File: src/rtl/mem_arbiter_pkg.sv
// Shared constants for the fetch/data memory arbiter: FSM state encoding,
// grant-source encoding and a small helper mapping a grant to its access state.
package mem_arb_pkg;

   typedef logic [1:0] arb_state_t;

   localparam arb_state_t ST_IDLE = 2'd0;
   localparam arb_state_t ST_IF   = 2'd1;
   localparam arb_state_t ST_DM   = 2'd2;
   localparam arb_state_t ST_RESP = 2'd3;

   localparam logic GNT_IF = 1'b0;
   localparam logic GNT_DM = 1'b1;

   function automatic arb_state_t acc_state(input logic src);
      return (src == GNT_DM) ? ST_DM : ST_IF;
   endfunction

endpackage

File: src/rtl/mem_arbiter_if.sv
// Pipeline-side (fetch/data) and memory-side signals of the arbiter.
// slave = arbiter view, master = pipeline + memory environment view.
interface mem_arbiter_if #(
   parameter int ADDR_W = 32,
   parameter int DATA_W = 32
);
   logic              if_req;
   logic [ADDR_W-1:0] if_addr;
   logic              if_kill;
   logic [DATA_W-1:0] if_rdata;
   logic              if_ready;

   logic              dm_req;
   logic              dm_we;
   logic [ADDR_W-1:0] dm_addr;
   logic [DATA_W-1:0] dm_wdata;
   logic [DATA_W-1:0] dm_rdata;
   logic              dm_ready;

   logic              mem_en;
   logic              mem_we;
   logic [ADDR_W-1:0] mem_addr;
   logic [DATA_W-1:0] mem_wdata;
   logic [DATA_W-1:0] mem_rdata;
   logic              mem_ack;

   modport slave (
      input  if_req, if_addr, if_kill,
      input  dm_req, dm_we, dm_addr, dm_wdata,
      input  mem_rdata, mem_ack,
      output if_rdata, if_ready, dm_rdata, dm_ready,
      output mem_en, mem_we, mem_addr, mem_wdata
   );

   modport master (
      output if_req, if_addr, if_kill,
      output dm_req, dm_we, dm_addr, dm_wdata,
      output mem_rdata, mem_ack,
      input  if_rdata, if_ready, dm_rdata, dm_ready,
      input  mem_en, mem_we, mem_addr, mem_wdata
   );
endinterface

File: src/rtl/mem_arbiter_arb_pick.sv
// Combinational two-requester picker. ARB_RR_EN selects round-robin on
// last_grant; otherwise data always beats fetch.
module arb_pick
   import mem_arb_pkg::*;
(
`ifdef ARB_RR_EN
   input  logic last_grant,
`endif
   input  logic if_req,
   input  logic dm_req,
   output logic gnt_vld,
   output logic gnt_src
);

   assign gnt_vld = if_req | dm_req;

`ifdef ARB_RR_EN
   // On contention favour whichever port was not served last.
   always_comb begin
      gnt_src = GNT_IF;
      if (if_req && dm_req) gnt_src = ~last_grant;
      else if (dm_req)      gnt_src = GNT_DM;
   end
`else
   assign gnt_src = dm_req ? GNT_DM : GNT_IF;
`endif

endmodule

File: src/rtl/mem_arbiter.sv
// Shares one single-port, ack-handshaked memory between the fetch and data
// ports. ARB_RR_EN switches arbitration from data-first to round-robin.
module mem_arbiter
   import mem_arb_pkg::*;
#(
   parameter int ADDR_W = 32,
   parameter int DATA_W = 32
) (
   input  logic         clock,
   input  logic         resetn,
   mem_arbiter_if.slave bus
);

   arb_state_t        state;
   logic              kill_pend;
   logic              kill_now;
   logic              gnt_vld;
   logic              gnt_src;

   logic              mem_en_q;
   logic              mem_we_q;
   logic [ADDR_W-1:0] mem_addr_q;
   logic [DATA_W-1:0] mem_wdata_q;
   logic [DATA_W-1:0] if_rdata_q;
   logic [DATA_W-1:0] dm_rdata_q;
   logic              if_ready_q;
   logic              dm_ready_q;

`ifdef ARB_RR_EN
   logic              last_grant;
`endif

   arb_pick u_pick (
`ifdef ARB_RR_EN
      .last_grant (last_grant),
`endif
      .if_req     (bus.if_req),
      .dm_req     (bus.dm_req),
      .gnt_vld    (gnt_vld),
      .gnt_src    (gnt_src)
   );

   // A kill arriving in the ack cycle still has to drop the result.
   assign kill_now = kill_pend | bus.if_kill;

   always_ff @(posedge clock or negedge resetn) begin
      if (!resetn) begin
         state       <= ST_IDLE;
         kill_pend   <= 1'b0;
         mem_en_q    <= 1'b0;
         mem_we_q    <= 1'b0;
         mem_addr_q  <= '0;
         mem_wdata_q <= '0;
         if_rdata_q  <= '0;
         dm_rdata_q  <= '0;
         if_ready_q  <= 1'b0;
         dm_ready_q  <= 1'b0;
`ifdef ARB_RR_EN
         last_grant  <= GNT_IF;
`endif
      end else begin
         if_ready_q <= 1'b0;
         dm_ready_q <= 1'b0;
         case (state)
            ST_IDLE: begin
               if (gnt_vld) begin
                  state    <= acc_state(gnt_src);
                  mem_en_q <= 1'b1;
`ifdef ARB_RR_EN
                  last_grant <= gnt_src;
`endif
                  if (gnt_src == GNT_DM) begin
                     mem_we_q    <= bus.dm_we;
                     mem_addr_q  <= bus.dm_addr;
                     mem_wdata_q <= bus.dm_wdata;
                  end else begin
                     mem_we_q    <= 1'b0;
                     mem_addr_q  <= bus.if_addr;
                     mem_wdata_q <= '0;
                  end
               end
            end
            ST_IF: begin
               kill_pend <= kill_now;
               if (bus.mem_ack) begin
                  state    <= ST_RESP;
                  mem_en_q <= 1'b0;
                  mem_we_q <= 1'b0;
                  if (!kill_now) begin
                     if_rdata_q <= bus.mem_rdata;
                     if_ready_q <= 1'b1;
                  end
               end
            end
            ST_DM: begin
               if (bus.mem_ack) begin
                  state      <= ST_RESP;
                  mem_en_q   <= 1'b0;
                  mem_we_q   <= 1'b0;
                  dm_ready_q <= 1'b1;
                  if (!mem_we_q) dm_rdata_q <= bus.mem_rdata;
               end
            end
            ST_RESP: begin
               // Requester drops req on this edge, so nothing is sampled here.
               kill_pend <= 1'b0;
               state     <= ST_IDLE;
            end
            default: state <= ST_IDLE;
         endcase
      end
   end

   assign bus.mem_en    = mem_en_q;
   assign bus.mem_we    = mem_we_q;
   assign bus.mem_addr  = mem_addr_q;
   assign bus.mem_wdata = mem_wdata_q;
   assign bus.if_rdata  = if_rdata_q;
   assign bus.dm_rdata  = dm_rdata_q;
   assign bus.if_ready  = if_ready_q;
   assign bus.dm_ready  = dm_ready_q;

   a_ready_onehot: assert property (@(posedge clock) disable iff (!resetn)
      !(if_ready_q && dm_ready_q));
   a_we_needs_en: assert property (@(posedge clock) disable iff (!resetn)
      mem_we_q |-> mem_en_q);

endmodule

File: src/flat_wrapper.sv
// flat-port wrapper written by rule: the top's interface ports become plain ports
module mem_arbiter_flat import mem_arb_pkg::*;
#(
   parameter int ADDR_W = 32,
   parameter int DATA_W = 32
)
  (clock, resetn, bus_if_req, bus_if_addr, bus_if_kill, bus_dm_req, bus_dm_we, bus_dm_addr, bus_dm_wdata, bus_mem_rdata, bus_mem_ack, bus_if_rdata, bus_if_ready, bus_dm_rdata, bus_dm_ready, bus_mem_en, bus_mem_we, bus_mem_addr, bus_mem_wdata);
  mem_arbiter_if #(.ADDR_W(ADDR_W), .DATA_W(DATA_W)) bus_i ();
  input  logic clock;
  input  logic resetn;
  input wire logic [$bits(bus_i.if_req)-1:0] bus_if_req;
  input wire logic [$bits(bus_i.if_addr)-1:0] bus_if_addr;
  input wire logic [$bits(bus_i.if_kill)-1:0] bus_if_kill;
  input wire logic [$bits(bus_i.dm_req)-1:0] bus_dm_req;
  input wire logic [$bits(bus_i.dm_we)-1:0] bus_dm_we;
  input wire logic [$bits(bus_i.dm_addr)-1:0] bus_dm_addr;
  input wire logic [$bits(bus_i.dm_wdata)-1:0] bus_dm_wdata;
  input wire logic [$bits(bus_i.mem_rdata)-1:0] bus_mem_rdata;
  input wire logic [$bits(bus_i.mem_ack)-1:0] bus_mem_ack;
  output wire logic [$bits(bus_i.if_rdata)-1:0] bus_if_rdata;
  output wire logic [$bits(bus_i.if_ready)-1:0] bus_if_ready;
  output wire logic [$bits(bus_i.dm_rdata)-1:0] bus_dm_rdata;
  output wire logic [$bits(bus_i.dm_ready)-1:0] bus_dm_ready;
  output wire logic [$bits(bus_i.mem_en)-1:0] bus_mem_en;
  output wire logic [$bits(bus_i.mem_we)-1:0] bus_mem_we;
  output wire logic [$bits(bus_i.mem_addr)-1:0] bus_mem_addr;
  output wire logic [$bits(bus_i.mem_wdata)-1:0] bus_mem_wdata;
  assign bus_i.if_req = bus_if_req;
  assign bus_i.if_addr = bus_if_addr;
  assign bus_i.if_kill = bus_if_kill;
  assign bus_i.dm_req = bus_dm_req;
  assign bus_i.dm_we = bus_dm_we;
  assign bus_i.dm_addr = bus_dm_addr;
  assign bus_i.dm_wdata = bus_dm_wdata;
  assign bus_i.mem_rdata = bus_mem_rdata;
  assign bus_i.mem_ack = bus_mem_ack;
  assign bus_if_rdata = bus_i.if_rdata;
  assign bus_if_ready = bus_i.if_ready;
  assign bus_dm_rdata = bus_i.dm_rdata;
  assign bus_dm_ready = bus_i.dm_ready;
  assign bus_mem_en = bus_i.mem_en;
  assign bus_mem_we = bus_i.mem_we;
  assign bus_mem_addr = bus_i.mem_addr;
  assign bus_mem_wdata = bus_i.mem_wdata;
  mem_arbiter #(.ADDR_W(ADDR_W), .DATA_W(DATA_W)) u_core (.clock(clock), .resetn(resetn), .bus(bus_i));
endmodule
File: config.mk
export PLATFORM = sky130hd
export DESIGN_NAME = mem_arbiter_flat
export DESIGN_NICKNAME = d
export VERILOG_FILES = /design/src/rtl/mem_arbiter_pkg.sv /design/src/rtl/mem_arbiter_if.sv /design/src/rtl/mem_arbiter_arb_pick.sv /design/src/rtl/mem_arbiter.sv /design/src/flat_wrapper.sv
export SDC_FILE = /design/constraint.sdc
export NUM_CORES = 1
export LEC_CHECK = 0
export CAP_MARGIN = 10
export CORE_UTILIZATION = 30
export CTS_CLUSTER_SIZE = 12
export DETAILED_ROUTE_END_ITERATION = 10
export PLACE_DENSITY = 0.7
export SLEW_MARGIN = 20
export SYNTH_ARGS = -nofsm -noshare
export SYNTH_HDL_FRONTEND = slang
export SYNTH_SLANG_ARGS = --single-unit
File: constraint.sdc
create_clock -name clock -period 2.2 [get_ports clock]
set_clock_uncertainty 0.05 [all_clocks]
set_input_delay 0.55 -clock clock [delete_from_list [all_inputs] [get_ports clock]]
set_output_delay 0.55 -clock clock [all_outputs]
set_load 0.1 [all_outputs]
Word-level counts from Yosys, hierarchy flattened
Cells that the tools add are included.
{"block": "totals", "ff_bits": 135, "word_cells": 47, "mem_bits_rw": 0, "in_bits": 135, "mem_count": 0, "latch_bits": 0, "romBits": 0, "output_inout_bits": 132}
{"block": "op_classes", "n_mul": 0, "bitwise_logic": 4, "reduce_logical": 9, "shift": 0, "div": 0, "eq_ne": 5, "n_lt_le_gt_ge": 0, "n_mux": 19, "n_addsub": 0}
{"operator": "two-way mux 32 bit", "n": 2}
{"operator": "two-way mux 1 bit", "n": 10}
{"operator": "AND reduction 3 bit", "n": 3}
{"operator": "two-way mux 2 bit", "n": 3}
{"operator": "one-hot mux 1 bit (2 select lines)", "n": 3}
{"operator": "one-hot mux 2 bit (3 select lines)", "n": 1}
{"operator": "== test 2 bit, second input constant", "n": 2}
{"operator": "inequality test 2 x 1 -> 1 bit, second input constant", "n": 2}
{"operator": "AND reduction 2 bit", "n": 2}
{"operator": "nonzero test 2 bit", "n": 2}
{"operator": "== test 2 x 1 -> 1 bit, second input constant", "n": 1}
{"operator": "logical NOT 2 bit", "n": 1}
{"operator": "inverter 1 bit", "n": 2}
{"operator": "bitwise OR 1 bit", "n": 2}
{"operator": "OR reduction 2 bit", "n": 1}

Longest topological paths before layout
{"block": "logic_depth", "ltp_word": 4, "depth_mapped": 7, "depth_no_buf": 5}

Modules after synthesis
A second synthesis with hierarchy kept.
{"block": "unflattened", "hier_cells": 453, "hier_area_um2": 5500.3}
{"mod": "mem_arbiter", "area_each_um2": 5486.5, "cells_per_inst": 451, "seq_area_each_um2": 3378.2, "n_inst": 1}
{"mod": "arb_pick", "area_each_um2": 13.8, "cells_per_inst": 2, "seq_area_each_um2": 0.0, "n_inst": 1}

Worst setup path after synthesis
Ideal clock, no wire load.
{"block": "synth_path", "kind": "flip-flop to flip-flop", "startpoint": "reg u_core.mem_we_q, in the netlist u_core.bus.mem_we", "endpoint": "reg u_core.dm_rdata_q[10], in the netlist u_core.bus.dm_rdata[10]", "stages_incl_launch_ff": 5, "setup_ns": 0.125, "t_arrival_ns": 1.725, "path_slack_ns": 0.300, "n_path_buf": 2, "period_less_slack_ns": 1.900, "required_time_ns": 2.025, "cell_sequence": "dfrtp_1 -> nand2b_2 -> buf_6 -> buf_12 -> mux2_4"}
{"block": "synth_via", "elab_chain_cells": 2}
{"element": "start: declaration", "line": "mem_arbiter.sv:21", "text": "logic mem_we_q;"}
{"element": "start signal: assignment", "line": "mem_arbiter.sv:73", "text": "mem_we_q <= bus.dm_we;"}
{"element": "inverter 1 bit (no line)"}
{"element": "AND reduction 3 bit (no line)"}
{"element": "end signal: assignment", "line": "mem_arbiter.sv:101", "text": "if (!mem_we_q) dm_rdata_q <= bus.mem_rdata;"}
{"element": "end: declaration", "line": "mem_arbiter.sv:25", "text": "logic [DATA_W-1:0] dm_rdata_q;"}
Every way passes these cells.
A chain may end at the register's enable or synchronous reset.

Final worst setup path
{"block": "layout_path", "startpoint": "reg u_core.state[0]", "endpoint": "reg u_core.mem_we_q, in the netlist u_core.bus.mem_we"}
{"block": "layout_via", "elab_chain_cells": 4, "elab_cells_between_ends": 9, "classes_between": "eq/ne: 4; mux: 1; reduce/logical: 4"}
{"element": "start: declaration", "line": "mem_arbiter.sv:14", "text": "arb_state_t state;"}
{"element": "start signal: assignment", "line": "mem_arbiter.sv:67", "text": "state <= acc_state(gnt_src);"}
{"element": "== test 2 x 1 -> 1 bit or == test 2 bit (tied branches)", "line": "mem_arbiter.sv:64", "text": "case (state)"}
{"element": "OR reduction 2 bit (no line)"}
{"element": "inequality test 2 x 1 -> 1 bit (no line) or nonzero test 2 bit (tied branches)"}
{"element": "AND reduction 3 bit (no line)"}
Parallel ways exist; a longest one is shown, timed or not.

==> flow_metrics.py <==
metrics = {
    "clock_tree": {
        "cts_tree": "done",
        "cts_resized": 0,
        "clkSinkCount": 135,
        "root_buffer": "clkbuf_16",
        "cts_buffers": 17,
        "h-tree-depth": 4,
        "postCtsHoldBufs": 0,
        "post-cts-setup-buffers": 0,
        "insertion_delay_ns": 0.40,
        "clk_pin_slew_ns": 0.06,
        "clk_path_buf_depth": 2,
    },
    "critical_path": {
        "cp-end-kind": "flop",
        "path_max_fanout": 5,
        "regToRegSetupSlack_ns": 0.37,
        "crit_arrival_ns": 2.06,
        "worst_path_max_delay_cell": "dfrtp_1",
        "crit_path_max_incr_delay_ns": 0.42,
        "rr_startpoint": "u_core.state[0]$_DFFE_PN0P_",
        "path_class": "reg2reg",
        "critPathRequiredTime_ns": 2.43,
        "worstRegToRegCells": 5,
        "start_kind": "flop",
        "crit_chain": "inv_1 > ha_1 > and2b_1 > a211oi_2 > mux2_1",
        "worstReg2RegEnd": "u_core.bus.mem_we$_DFFE_PN0P_",
    },
    "grt": {
        "first_global_vias": 4283,
        "track_usage": 0.152,
        "gr-total-overflow": 0,
        "antenna_found_initial": 1,
        "grt_max_degree": 69,
        "grt_pass1_wl_um": 22800,
    },
    "route": {
        "vias": 4051,
        "antenna_left": 0,
        "viasPerCell": 4.53,
        "drc_errors": 32,
        "wire_per_inst_um": 15.6,
        "drtIter0Drc": 144,
        "drt-total-wl_um": 14000,
        "first_pass_iters": 7,
    },
    "sta": {
        "finalSetupViolations": 0,
        "finalCritPeriodShare": 0.830,
        "timing.fmax_mhz": 547,
        "setup_tns_ns": 0,
        "worst_pin_slew_ns": 0.490,
        "hold_viol": 0,
        "report.final.slew_viol_count": 0,
        "min_period_ns": 1.83,
        "rsz0062_at_grt": "no",
        "relSlewSlack": 0.673,
    },
    "logic_synthesis": {
        "synth_flop_cell": "dfrtp_1",
        "syn_inst": 381,
        "yosys-top-cells-area": "dfrtp_1 (61%), mux2_4 (8.1%), mux2_2 (7.3%), mux2i_1 (5.9%), a22o_1 (5.0%)",
        "synth_edf_count": 0,
        "yosys_warnings": 0,
        "yosysUniqueCellTypes": 26,
        "avgSynthCellArea_um2": 14.6,
        "yosys.area.top_type": "dfrtp_1",
        "ys_ff_latch": 135,
        "synth_top_area_frac": 0.608,
        "syn_area_um2": 5560,
        "yosysSeqAreaShare": 0.608,
        "synth_fp_nets": 521,
        "async_reset_ff_frac": 1.00,
    },
    "floorplanning": {
        "rows": 49,
        "die_h_um": 138,
        "io_pins": 267,
        "die_w_um": 138,
        "coreArea_um2": 18100,
        "dieArea_um2": 19100,
        "start_util": 0.307,
    },
    "min_path": {
        "hold_path_class": "in2async",
    },
    "flow_run": {
        "max_cap_violations": 0,
    },
    "cells_and_area": {
        "area_growth_pct": 55.8,
        "drive_gt1_frac": 0.370,
        "fillerInstances": 1591,
        "layout.nets": 792,
    },
    "place": {
        "port_buffers": 266,
        "gp_congestion": 0.751,
        "hpwl_um": 10400,
    },
    "run_status": {
        "violations": "design-rule violations",
        "outcome": "finished, violations left",
    },
}
[critical path: cells and delay by family (launching register included)]
| family | cells | cell delay (ns) |
|---|---|---|
| multiplexers | 1 | 0.34 |
| adder cells (fa/ha/maj) | 1 | 0.34 |
| flip-flops | 1 | 0.42 |
| AND/OR/NAND/NOR | 1 | 0.20 |
| AO/OA/AOI/OAI | 1 | 0.27 |
| buffers and inverters | 1 | 0.08 |
[Yosys cell counts, drive strengths merged, types with 2 or more instances]
library cell  instances
a22o                 32
clkbuf                3
dfrtp               135
a21oi                 2
o21ai                34
mux2i                33
buf                  22
inv                   4
mux2                 67
and2                  2
ha                    5
nor2                  2
nand2                33
nand2b                3
[cell usage in the layout (no fill, tap or decap), types with 2 or more instances in the layout]
| master | instances |
|---|---|
| a21oi_1 | 2 |
| a22o_1 | 32 |
| buf_12 | 5 |
| buf_4 | 138 |
| clkbuf_16 | 17 |
| clkbuf_8 | 2 |
| clkdlybuf4s50_1 | 132 |
| clkinv_2 | 3 |
| clkinvlp_4 | 5 |
| dfrtp_1 | 135 |
| ha_1 | 5 |
| inv_1 | 4 |
| inv_6 | 2 |
| mux2_2 | 36 |
| mux2_4 | 30 |
| mux2i_1 | 33 |
| nand2_1 | 33 |
| nand2b_1 | 2 |
| nor2_1 | 2 |
| o21ai_0 | 33 |
[registers in the layout (all words and copies together) (netlist names)]
name / count
u_core.bus.dm_rdata: 32
u_core.bus.dm_ready: 1
u_core.bus.if_rdata: 32
u_core.bus.if_ready: 1
u_core.bus.mem_addr: 32
u_core.bus.mem_en: 1
u_core.bus.mem_wdata: 32
u_core.bus.mem_we: 1
u_core.kill_pend: 1
u_core.state: 2
[worst max-delay path by stage]
stage,startpoint,to,slack [ns]
global placement,bus_mem_ack,u_core.bus.if_rdata[1]$_DFFE_PN0P_,0.11
CTS,u_core.state[0]$_DFFE_PN0P_,u_core.bus.mem_we$_DFFE_PN0P_,0.35
detailed placement,bus_mem_ack,u_core.bus.if_rdata[10]$_DFFE_PN0P_,0.09
global route,u_core.state[0]$_DFFE_PN0P_,u_core.bus.mem_we$_DFFE_PN0P_,0.25
finish,u_core.state[0]$_DFFE_PN0P_,u_core.bus.mem_we$_DFFE_PN0P_,0.37
floorplan,u_core.bus.mem_we$_DFFE_PN0P_,u_core.bus.dm_rdata[10]$_DFFE_PN0P_,0.30
[metrics by stage]
stage          utilization  cell area, um2  hold WS, ns  cells  setup slack [ns]
6_report             0.479            8660       0.0484    894             0.373
5_1_grt              0.479            8660       0.0685    894             0.252
3_5_place_dp         0.448            8100        0.421    862            0.0921
2_1_floorplan            -            5560        0.204    381             0.300
4_1_cts              0.479            8650       0.0484    893             0.355
3_3_place_gp         0.448            8100        0.414    862             0.108
[cell type report]
class | count | area (um2) | area share
repair buffers | 277 | 2470 | 0.286
flip-flops and latches | 135 | 3380 | 0.390
well taps | 229 | 287 | 0.0331
inverters | 4 | 15.0 | 0.00173
diodes | 1 | 2.50 | 0.000289
multi-input cells | 217 | 1940 | 0.225
clock buffers | 20 | 457 | 0.0528
clock inverters | 11 | 100 | 0.0116
[routing by layer]
metal  up-vias  wire length [um]  GRT usage  share of wire
li1       1895                 -          -              -
met3        19              1060     0.0547          0.076
met1      1957              5630      0.178           0.40
met4         0               207     0.0556          0.015
met5         -                 0          0              0
met2       180              7060      0.256           0.51
[cells by family after synthesis]
kind of cell | synth area share
flops | 0.608
mux | 0.216
compound gates | 0.0872
simple gates | 0.0360
buf+inv | 0.0419
fa+ha+maj | 0.0113
Power is not shown: default switching activity piles up to over one toggle a cycle in this logic, so the estimate is an artifact.
